<file path="src/rtl/npc_pkg.sv">
// Shared NPC core definitions: widths, RV32 load/store
// funct3 encodings and the LSU state encoding.
package npc_pkg;

    localparam int XLEN = 32;

    localparam logic [2:0] F3_LB  = 3'b000;
    localparam logic [2:0] F3_LH  = 3'b001;
    localparam logic [2:0] F3_LW  = 3'b010;
    localparam logic [2:0] F3_LBU = 3'b100;
    localparam logic [2:0] F3_LHU = 3'b101;
    localparam logic [2:0] F3_SB  = 3'b000;
    localparam logic [2:0] F3_SH  = 3'b001;
    localparam logic [2:0] F3_SW  = 3'b010;

    typedef enum logic [2:0] {
        LSU_IDLE,
        LSU_REQ,
        LSU_WAIT,
        LSU_DONE,
        LSU_BYPASS
    } lsu_state_e;

    // Low two funct3 bits give the access size; anything
    // that is not a byte or half is handled as a word.
    function automatic logic is_misaligned(
        input logic [2:0] f3,
        input logic [1:0] off
    );
        logic r;
        case (f3[1:0])
            2'b00:   r = 1'b0;
            2'b01:   r = off[0];
            default: r = |off;
        endcase
        return r;
    endfunction

endpackage

</file>
<file path="src/rtl/lsu_align.sv">
// Byte-lane steering for the LSU: store mask/data
// replication and load extract/extend.
module lsu_align
    import npc_pkg::*;
(
    input  logic [2:0]      funct3,
    input  logic [1:0]      off,
    input  logic [XLEN-1:0] wdata,
    input  logic [XLEN-1:0] rdata,
    output logic [3:0]      wmask,
    output logic [XLEN-1:0] wdata_sh,
    output logic [XLEN-1:0] rdata_ext
);

    logic [XLEN-1:0] rd_b;
    logic [XLEN-1:0] rd_h;

    assign rd_b = rdata >> {off, 3'b000};
    assign rd_h = rdata >> {off[1], 4'b0000};

    // Size from funct3[1:0], zero-extension from funct3[2]
    always_comb begin
        wmask     = 4'b1111;
        wdata_sh  = wdata;
        rdata_ext = rdata;
        case (funct3[1:0])
            2'b00: begin
                wmask     = 4'b0001 << off;
                wdata_sh  = {4{wdata[7:0]}};
                rdata_ext = funct3[2] ? {24'b0, rd_b[7:0]}
                                      : {{24{rd_b[7]}}, rd_b[7:0]};
            end
            2'b01: begin
                wmask     = 4'b0011 << off;
                wdata_sh  = {2{wdata[15:0]}};
                rdata_ext = funct3[2] ? {16'b0, rd_h[15:0]}
                                      : {{16{rd_h[15]}}, rd_h[15:0]};
            end
            default: begin
                wmask     = 4'b1111;
                wdata_sh  = wdata;
                rdata_ext = rdata;
            end
        endcase
    end

endmodule

</file>
<file path="src/rtl/lsu_mem_stage.sv">
// NPC load/store stage: one op at a time from EXU to
// pmem and back to WBU, with misalign and timeout errors.
module lsu_mem_stage
    import npc_pkg::*;
#(
    parameter int TIMEOUT_CYC    = 255,
    parameter int RESET_PC_ALIGN = 2
) (
    input  logic        clk,
    input  logic        rst_n,
    input  logic        in_valid,
    output logic        in_ready,
    input  logic        in_ren,
    input  logic        in_wen,
    input  logic [2:0]  in_funct3,
    input  logic [31:0] in_addr,
    input  logic [31:0] in_wdata,
    input  logic [4:0]  in_rd,
    output logic        mem_valid,
    input  logic        mem_ready,
    output logic        mem_wen,
    output logic [31:0] mem_addr,
    output logic [31:0] mem_wdata,
    output logic [7:0]  mem_wmask,
    input  logic        mem_rsp_valid,
    input  logic [31:0] mem_rdata,
    output logic        out_valid,
    input  logic        out_ready,
    output logic [31:0] out_rdata,
    output logic [4:0]  out_rd,
    output logic        out_err
);

    localparam int AL = RESET_PC_ALIGN;
    localparam int CW = (TIMEOUT_CYC > 1) ? $clog2(TIMEOUT_CYC) : 1;

    lsu_state_e state, state_n;

    logic            wen_q;
    logic [2:0]      f3_q;
    logic [XLEN-1:0] addr_q;
    logic [XLEN-1:0] wdata_q;
    logic [4:0]      rd_q;
    logic [XLEN-1:0] rdata_q;
    logic            err_q;
    logic [CW-1:0]   cnt;

    logic [3:0]      wmask;
    logic [XLEN-1:0] wdata_sh;
    logic [XLEN-1:0] rdata_ext;
    logic            timeout_hit;
    logic            is_req;

    lsu_align u_align (
        .funct3    (f3_q),
        .off       (addr_q[1:0]),
        .wdata     (wdata_q),
        .rdata     (mem_rdata),
        .wmask     (wmask),
        .wdata_sh  (wdata_sh),
        .rdata_ext (rdata_ext)
    );

    assign timeout_hit = (TIMEOUT_CYC != 0) &&
                         (cnt == CW'(TIMEOUT_CYC - 1));

    // State register
    always_ff @(posedge clk or negedge rst_n) begin
        if (!rst_n) state <= LSU_IDLE;
        else        state <= state_n;
    end

    // Next-state: a response beats a same-cycle timeout
    always_comb begin
        state_n = state;
        unique case (state)
            LSU_IDLE: begin
                if (in_valid) begin
                    if (!in_ren && !in_wen)
                        state_n = LSU_BYPASS;
                    else if (is_misaligned(in_funct3, in_addr[1:0]))
                        state_n = LSU_DONE;
                    else
                        state_n = LSU_REQ;
                end
            end
            LSU_REQ:  if (mem_ready) state_n = LSU_WAIT;
            LSU_WAIT: if (mem_rsp_valid || timeout_hit)
                          state_n = LSU_DONE;
            LSU_DONE, LSU_BYPASS:
                      if (out_ready) state_n = LSU_IDLE;
            default:  state_n = LSU_IDLE;
        endcase
    end

    // WAIT cycle counter, cleared whenever not waiting
    always_ff @(posedge clk or negedge rst_n) begin
        if (!rst_n)                 cnt <= '0;
        else if (state == LSU_WAIT) cnt <= cnt + 1'b1;
        else                        cnt <= '0;
    end

    // Op capture in IDLE and result capture in WAIT
    always_ff @(posedge clk or negedge rst_n) begin
        if (!rst_n) begin
            wen_q   <= 1'b0;
            f3_q    <= '0;
            addr_q  <= '0;
            wdata_q <= '0;
            rd_q    <= '0;
            rdata_q <= '0;
            err_q   <= 1'b0;
        end else if (state == LSU_IDLE && in_valid) begin
            wen_q   <= in_wen;
            f3_q    <= in_funct3;
            addr_q  <= in_addr;
            wdata_q <= in_wdata;
            rd_q    <= in_rd;
            rdata_q <= '0;
            err_q   <= (in_ren || in_wen) &&
                       is_misaligned(in_funct3, in_addr[1:0]);
        end else if (state == LSU_WAIT) begin
            if (mem_rsp_valid) begin
                rdata_q <= wen_q ? '0 : rdata_ext;
                err_q   <= 1'b0;
            end else if (timeout_hit) begin
                rdata_q <= '0;
                err_q   <= 1'b1;
            end
        end
    end

    assign is_req    = (state == LSU_REQ);
    assign in_ready  = (state == LSU_IDLE);
    assign mem_valid = is_req;
    assign mem_wen   = is_req && wen_q;
    assign mem_addr  = is_req ? {addr_q[XLEN-1:AL], {AL{1'b0}}} : '0;
    assign mem_wmask = (is_req && wen_q) ? {4'b0, wmask} : 8'h00;
    assign mem_wdata = (is_req && wen_q) ? wdata_sh : '0;

    assign out_valid = (state == LSU_DONE) || (state == LSU_BYPASS);
    assign out_rdata = out_valid ? rdata_q : '0;
    assign out_rd    = out_valid ? rd_q : '0;
    assign out_err   = out_valid && err_q;

endmodule

</file>
<file path="config.mk">
export PLATFORM = sky130hd
export DESIGN_NAME = lsu_mem_stage
export DESIGN_NICKNAME = d
export VERILOG_FILES = /design/src/rtl/npc_pkg.sv /design/src/rtl/lsu_align.sv /design/src/rtl/lsu_mem_stage.sv
export SDC_FILE = /design/constraint.sdc
export NUM_CORES = 1
export LEC_CHECK = 0
export ABC_AREA = 1
export BUFFER_PORTS_ARGS = -buffer_cell sky130_fd_sc_hd__buf_2
export CORE_ASPECT_RATIO = 1.4
export CORE_UTILIZATION = 25
export DETAILED_ROUTE_END_ITERATION = 6
export PLACE_DENSITY = 0.46
export SKIP_CTS_REPAIR_TIMING = 1
export SLEW_MARGIN = 10
export SYNTH_ARGS = -nofsm -noshare
export SYNTH_HDL_FRONTEND = slang
export SYNTH_SLANG_ARGS = --single-unit
</file>
<file path="constraint.sdc">
create_clock -name clk -period 1.78 [get_ports clk]
set_input_delay 0.356 -clock clk [delete_from_list [all_inputs] [get_ports clk]]
set_output_delay 0.356 -clock clk [all_outputs]
set_load 0.01 [all_outputs]
</file>
Word level (Yosys, flattened, before mapping)
Index checks and enable logic that the tools add are counted.

Add/sub/neg operators: 1. Equal/unequal tests: 11. Shift-type cells: 4. Mux-type cells: 32. Reduce and logical (&&, ||, !) cells: 19.

Operator list (number): 32-bit 2-to-1 mux (10); 32-bit one-hot mux with 2 select lines (2); 32-bit by 5-bit >> shifter with 16-bit output (1); 32-bit by 5-bit >> shifter with 8-bit output (1); 3-bit 2-to-1 mux (5); 3-bit one-hot mux with 4 select lines (1); 8-bit by 1-bit adder with 8-bit output (second input constant) (1); 8-bit equality test (second input constant) (1); 1-bit 2-to-1 mux (8); 8-bit 2-to-1 mux (1); 2-bit inequality test (second input constant) (4); 4-bit one-hot mux with 2 select lines (1); 3-bit by 2-bit equality test with 1-bit output (second input constant) (2); 1-bit logical AND (5); 5-bit 2-to-1 mux (1); 2-bit by 1-bit equality test with 1-bit output (second input constant) (2); 2-bit logical NOT (2); 4-bit 2-to-1 mux (1); 4-bit AND reduction (1); 2-bit OR reduction (2); 1-bit by 2-bit << shifter with 4-bit output (first input constant) (1); 2-bit by 2-bit << shifter with 4-bit output (first input constant) (1); 3-bit by 1-bit equality test with 1-bit output (second input constant) (1); 3-bit equality test (second input constant) (1); 8 further kinds (11).

Register bits after elaboration: 117. Input bits: 112. Logic and storage cells: 76.

Logic depth before layout (Yosys ltp)
Word-level depth: 9. Depth in mapped cells: 11. Depth with buffers taken out: 9.

By module
From an unflattened synthesis, not the netlist that was laid out.

Cells, all modules: 973. Area total of the unflattened synthesis: 6776.5 um^2.

By module, submodules not included: lsu_mem_stage (times used 1, cells an instance 709, area an instance 5566.6 um^2); lsu_align (times used 1, cells an instance 264, area an instance 1209.9 um^2).

Worst setup path after synthesis
Ideal clock, no wire load.

Path kind: reg2out. From: register state[0]. To: output port out_rd[0]. Arrival: 1.441 ns. Slack: -0.017 ns. Cell stages (with the launch flop): 8. Path buffers: 2. Cells stage by stage: dfrtp_1 inv_2 nand2_1 a21oi_1 inv_2 buf_2 buf_2 nor2_1.

Word-level cells in the longest chain between the ends: 3. Elaborated cells on any way between the ends: 4. Those cells by class: eq/ne (2); mux (1); reduce/logical (1).

RTL lines: start, declared (RTL line lsu_mem_stage.sv:37) `lsu_state_e state, state_n;`; start signal, assigned (RTL line lsu_mem_stage.sv:70) `else state <= state_n;`; 3-bit by 2-bit equality test with 1-bit output or 3-bit equality test (tied branches) (RTL line lsu_mem_stage.sv:141) `assign out_valid = (state == LSU_DONE) || (state == LSU_BYPASS);`; 1-bit logical OR * (RTL line lsu_mem_stage.sv:141); net out_valid (RTL line lsu_mem_stage.sv:27) `output logic out_valid,`; 5-bit 2-to-1 mux * (RTL line lsu_mem_stage.sv:143) `assign out_rd = out_valid ? rd_q : '0;`; end, declared (RTL line lsu_mem_stage.sv:30) `output logic [4:0] out_rd,`.

Mark *: on every way through the listed nets, which the timed path passes. The rest lies on a longest branch.

Worst setup path in the final report
From: register state[2]. To: output port mem_wdata[21].

Word-level cells in the longest chain between the ends: 3.

RTL lines: 3-bit by 1-bit equality test with 1-bit output (RTL line lsu_mem_stage.sv:133) `assign is_req = (state == LSU_REQ);`; 1-bit logical AND (RTL line lsu_mem_stage.sv:139) `assign mem_wdata = (is_req && wen_q) ? wdata_sh : '0;`; 32-bit 2-to-1 mux (RTL line lsu_mem_stage.sv:139); end, declared (RTL line lsu_mem_stage.sv:23) `output logic [31:0] mem_wdata,`.

No other way between the ends.

==> summary.md <==
| Metric | Value |
|---|---|
| Fin worst setup slack | `-391 ps` |
| Reg power frac | `28.9%` |
| Clk pwr share | `a little under a quarter` |
| Global placement routability congestion | `between 0.8 and 0.9` |
| Top sig layer | `met5` |
| Sequential fraction of the synthesis area | `45.6%` |
| Clock slew at reported path FFs | `60 ps` |
| Max cap viols | `0` |
| Setup Skew | `a little under 10 ps` |
| Rows | `approximately 70` |
| Area of the die | `26300 µm²` |
| Vias per cell | `roughly 4.4` |
| H-tree depth | `4` |
| Nets@finish | `1295` |
| WL met2 | `~11 mm` |
| Gr ovfl total | `0` |
| Cell depth of the worst flop-to-flop path | `11` |
| Non-filler cells, final | `1514` |
| Largest net degree at the start of global routing | `74` |
| Die W | `137 µm` |
| Syn avg cell area | `approximately 6.9 µm²` |
| Yosys cell types | `32` |
| PD cells | `1660 nW/µm²` |
| Critical Path AT | `between 1500 and 2000 ps` |
| CP delay by family, top | `buffers and inverters` |
| Final setup fails | `between 100 and 150` |
| Crit share post-route | `122%` |
| M1 wire length | `just under 9 mm` |
| Total GRT Usage | `between 15 and 20%` |
| Failing checks | `design-rule violations, negative setup slack` |
| Worst r2r src | `state[2]` |
| R2R setup slack | `150 ps` |
| Fmax | `~0.46 GHz` |
| Starting density of the core | `approximately a quarter` |
| Synth-to-Final Area Change | `44.1%` |
| Port bufs | `approximately 220` |
| Placed insts | `between 1000 and 1500` |
| Status | `complete, but fails checks` |
| LEAKAGE | `between 4 and 5 nW` |
| Int Pwr | `around 0.0089 W` |
| Stages on worst setup path | `9` |
| TritonCTS Buffers | `17` |
| CTS tree | `built` |
| Worst min path class | `input pin to flop` |
| RR Endpoint | `rdata_q[25]` |
| Share of the synthesized area in the top cell type | `approximately 46%` |
| Critical path startpoint category | `flop` |
| Worst setup path start | `state[2]` |
| Wire per inst | `about 15 µm` |
| Unrepaired setup endpoints after global routing | `true` |
| DR pass1 iterations | `6` |
| CP endpoint | `mem_wdata[21]` |
| DRT Wirelength | `22.0 mm` |
| Post-synth EDFFs | `0` |
| Synth Warn # | `0` |
| Vias in the first global route | `6322` |
| Leading area contributor after synthesis | `dfrtp_1` |
| FILL cells | `about 2800` |
| # clock sinks | `between 100 and 150` |
| Synth top cells by count | `nand2_1, nor2_1, dfrtp_1, inv_1, o21ai_0` |
| Worst-case clock buffer depth | `2` |
| Net Switching | `approximately 0.0065 W` |
| Top-count cell post-synth | `nand2_1` |
| Combinational power share | `48.1%` |
| Main synth FF type | `dfrtp_1` |
| Yosys reg bits | `117` |
| I/O pin count | `around 230` |
| Initial antenna violation count | `3` |
| Critical Path Fanout Max | `8` |
| Root Buffer Master | `clkbuf_16` |
| Cell area after layout | `~9300 µm²` |
| Critical Path RT | `between 1000 and 1500 ps` |
| Multi-input logic area | `around 3000 µm²` |
| Min Tclk post-route | `between 2000 and 2500 ps` |
| Share of layout cells above drive strength 1 | `31.0%` |
| DR WL met3 | `about 1.3 mm` |
| WP buf/inv | `5` |
| Drt drc | `2` |
| Post-DRT Antenna Nets | `0` |
| Post-DP Area | `between 8000 and 9000 µm²` |
| Sw frac | `a little over two fifths` |
| 1st-iter DRT viols | `around 300` |
| Die Span Y | `approximately 190 µm` |
| Worst hold slack | `~140 ps` |
| Share of flip-flops with an asynchronous set or reset | `100%` |
| Worst path slowest cell | `dfrtp_1` |
| Most used cell, CP | `nor2_2` |
| Crit Path Category | `flop to primary output` |
| Crit-path cells | `nor2_2 > nand2_1 > nor2_1 > buf_4 > buf_6 > inv_6 > clkbuf_16 > nor2_2 > buf_2` |
| Cell area after synthesis | `around 6400 µm²` |
| FF+latch area | `slightly below 3000 µm²` |
| Synth Instances | `between 900 and 1000` |
| Core area | `25300 µm²` |
| First-pass GRT wire length | `around 33 mm` |
| Worst path max stage delay | `slightly below 400 ps` |
| Maximum vdd drop | `approximately 0.00069 V` |
| Worst Setup End Kind | `primary output` |
| Detailed-placement wirelength estimate | `15.9 mm` |
| Count of pins over their slew limit | `0` |
| Area contributors post-synth | `dfrtp_1, nand2_1, nor2_1` |
| Via count | `6633` |
| Final hold violations | `0` |
| Setup TNS | `-27620 ps` |
| Clk Latency, worst-skew pair | `about 420 ps` |
==> worst min path at each step <==
stage	start	endpoint	slack, ps	cells past startpoint
floorplan	rst_n	addr_q[0]	60	0
global placement	rst_n	addr_q[20]	310	1
detailed placement	rst_n	addr_q[20]	300	1
CTS	rst_n	addr_q[20]	-150	1
global route	in_wdata[16]	wdata_q[16]	140	3
finish	in_wdata[17]	wdata_q[17]	140	3
==> sequential cells by signal (all words and copies together) (netlist names) <==
| name | count |
|---|---|
| rd_q | 5 |
| addr_q | 32 |
| err_q | 1 |
| f3_q | 3 |
| cnt | 8 |
| rdata_q | 32 |
| state | 3 |
| wen_q | 1 |
| wdata_q | 32 |
==> cell type report <==
class	count	area share [%]
inverter	125	5.19
tap	319	4.31
timing repair inverter	1	0.0541
antenna	1	0.0270
clock inverter	8	1.32
clock buffer	24	5.20
multi-input combinational	645	32.5
sequential	117	31.6
timing repair buffer	274	19.8
==> through the flow <==
step	power, W	utilization (%)	worst slack [ps]
after floorplan	0.00842	-	12.6
after global placement	0.0110	32.0	31.5
after detailed placement	0.0110	32.0	16.8
after CTS	0.0146	34.4	-462
after global routing	0.0167	36.6	-510
final	0.0154	36.6	-391
==> kinds of logic (layout without fill, tap and decap cells) <==
family	Yosys count	in the layout	synth area share, %
compound gates	106	106	9.43
xor+xnor	1	1	0.136
fa+ha+maj	2	2	0.390
buf+inv	176	432	11.3
flops	117	117	45.6
other cells	1	7	0.0584
simple gates	530	530	33.0
==> tightest hold or removal path, delay by kind of cell <==
family	cells	cell delay, ps
simple gates	2	90
buf+inv	1	70
==> power by group through the flow <==
stage               Clock [W]  Combinational [W]  Sequential, W
floorplan                   0            0.00420        0.00422
global placement            0            0.00654        0.00443
detailed placement          0            0.00655        0.00444
CTS                   0.00366            0.00657        0.00441
finish                0.00354            0.00739        0.00443
global route          0.00377            0.00835        0.00457
==> routing by layer <==
layer,track usage [%],up-vias
li1,-,3332
met1,18.9,3064
met2,29.3,197
met3,4.04,36
met4,6.85,4
met5,0,-
==> cells in the final DEF (no fill, tap or decap), drive strengths merged <==
cell type      n
nand3b         1
conb           6
nand2        319
inv          124
o221ai         8
nand3         34
nand4          2
or2            7
bufinv         3
dlygate4sd3    1
clkbuf        27
nor3           6
xor2           1
o211ai        14
diode          1
ha             2
a21o           1
dfrtp        117
clkinv         2
nor2         160
a221oi         1
buf          270
a21oi         17
clkinvlp       5
o21ai         65
and3           1
Power figures use the tool's default switching activity.
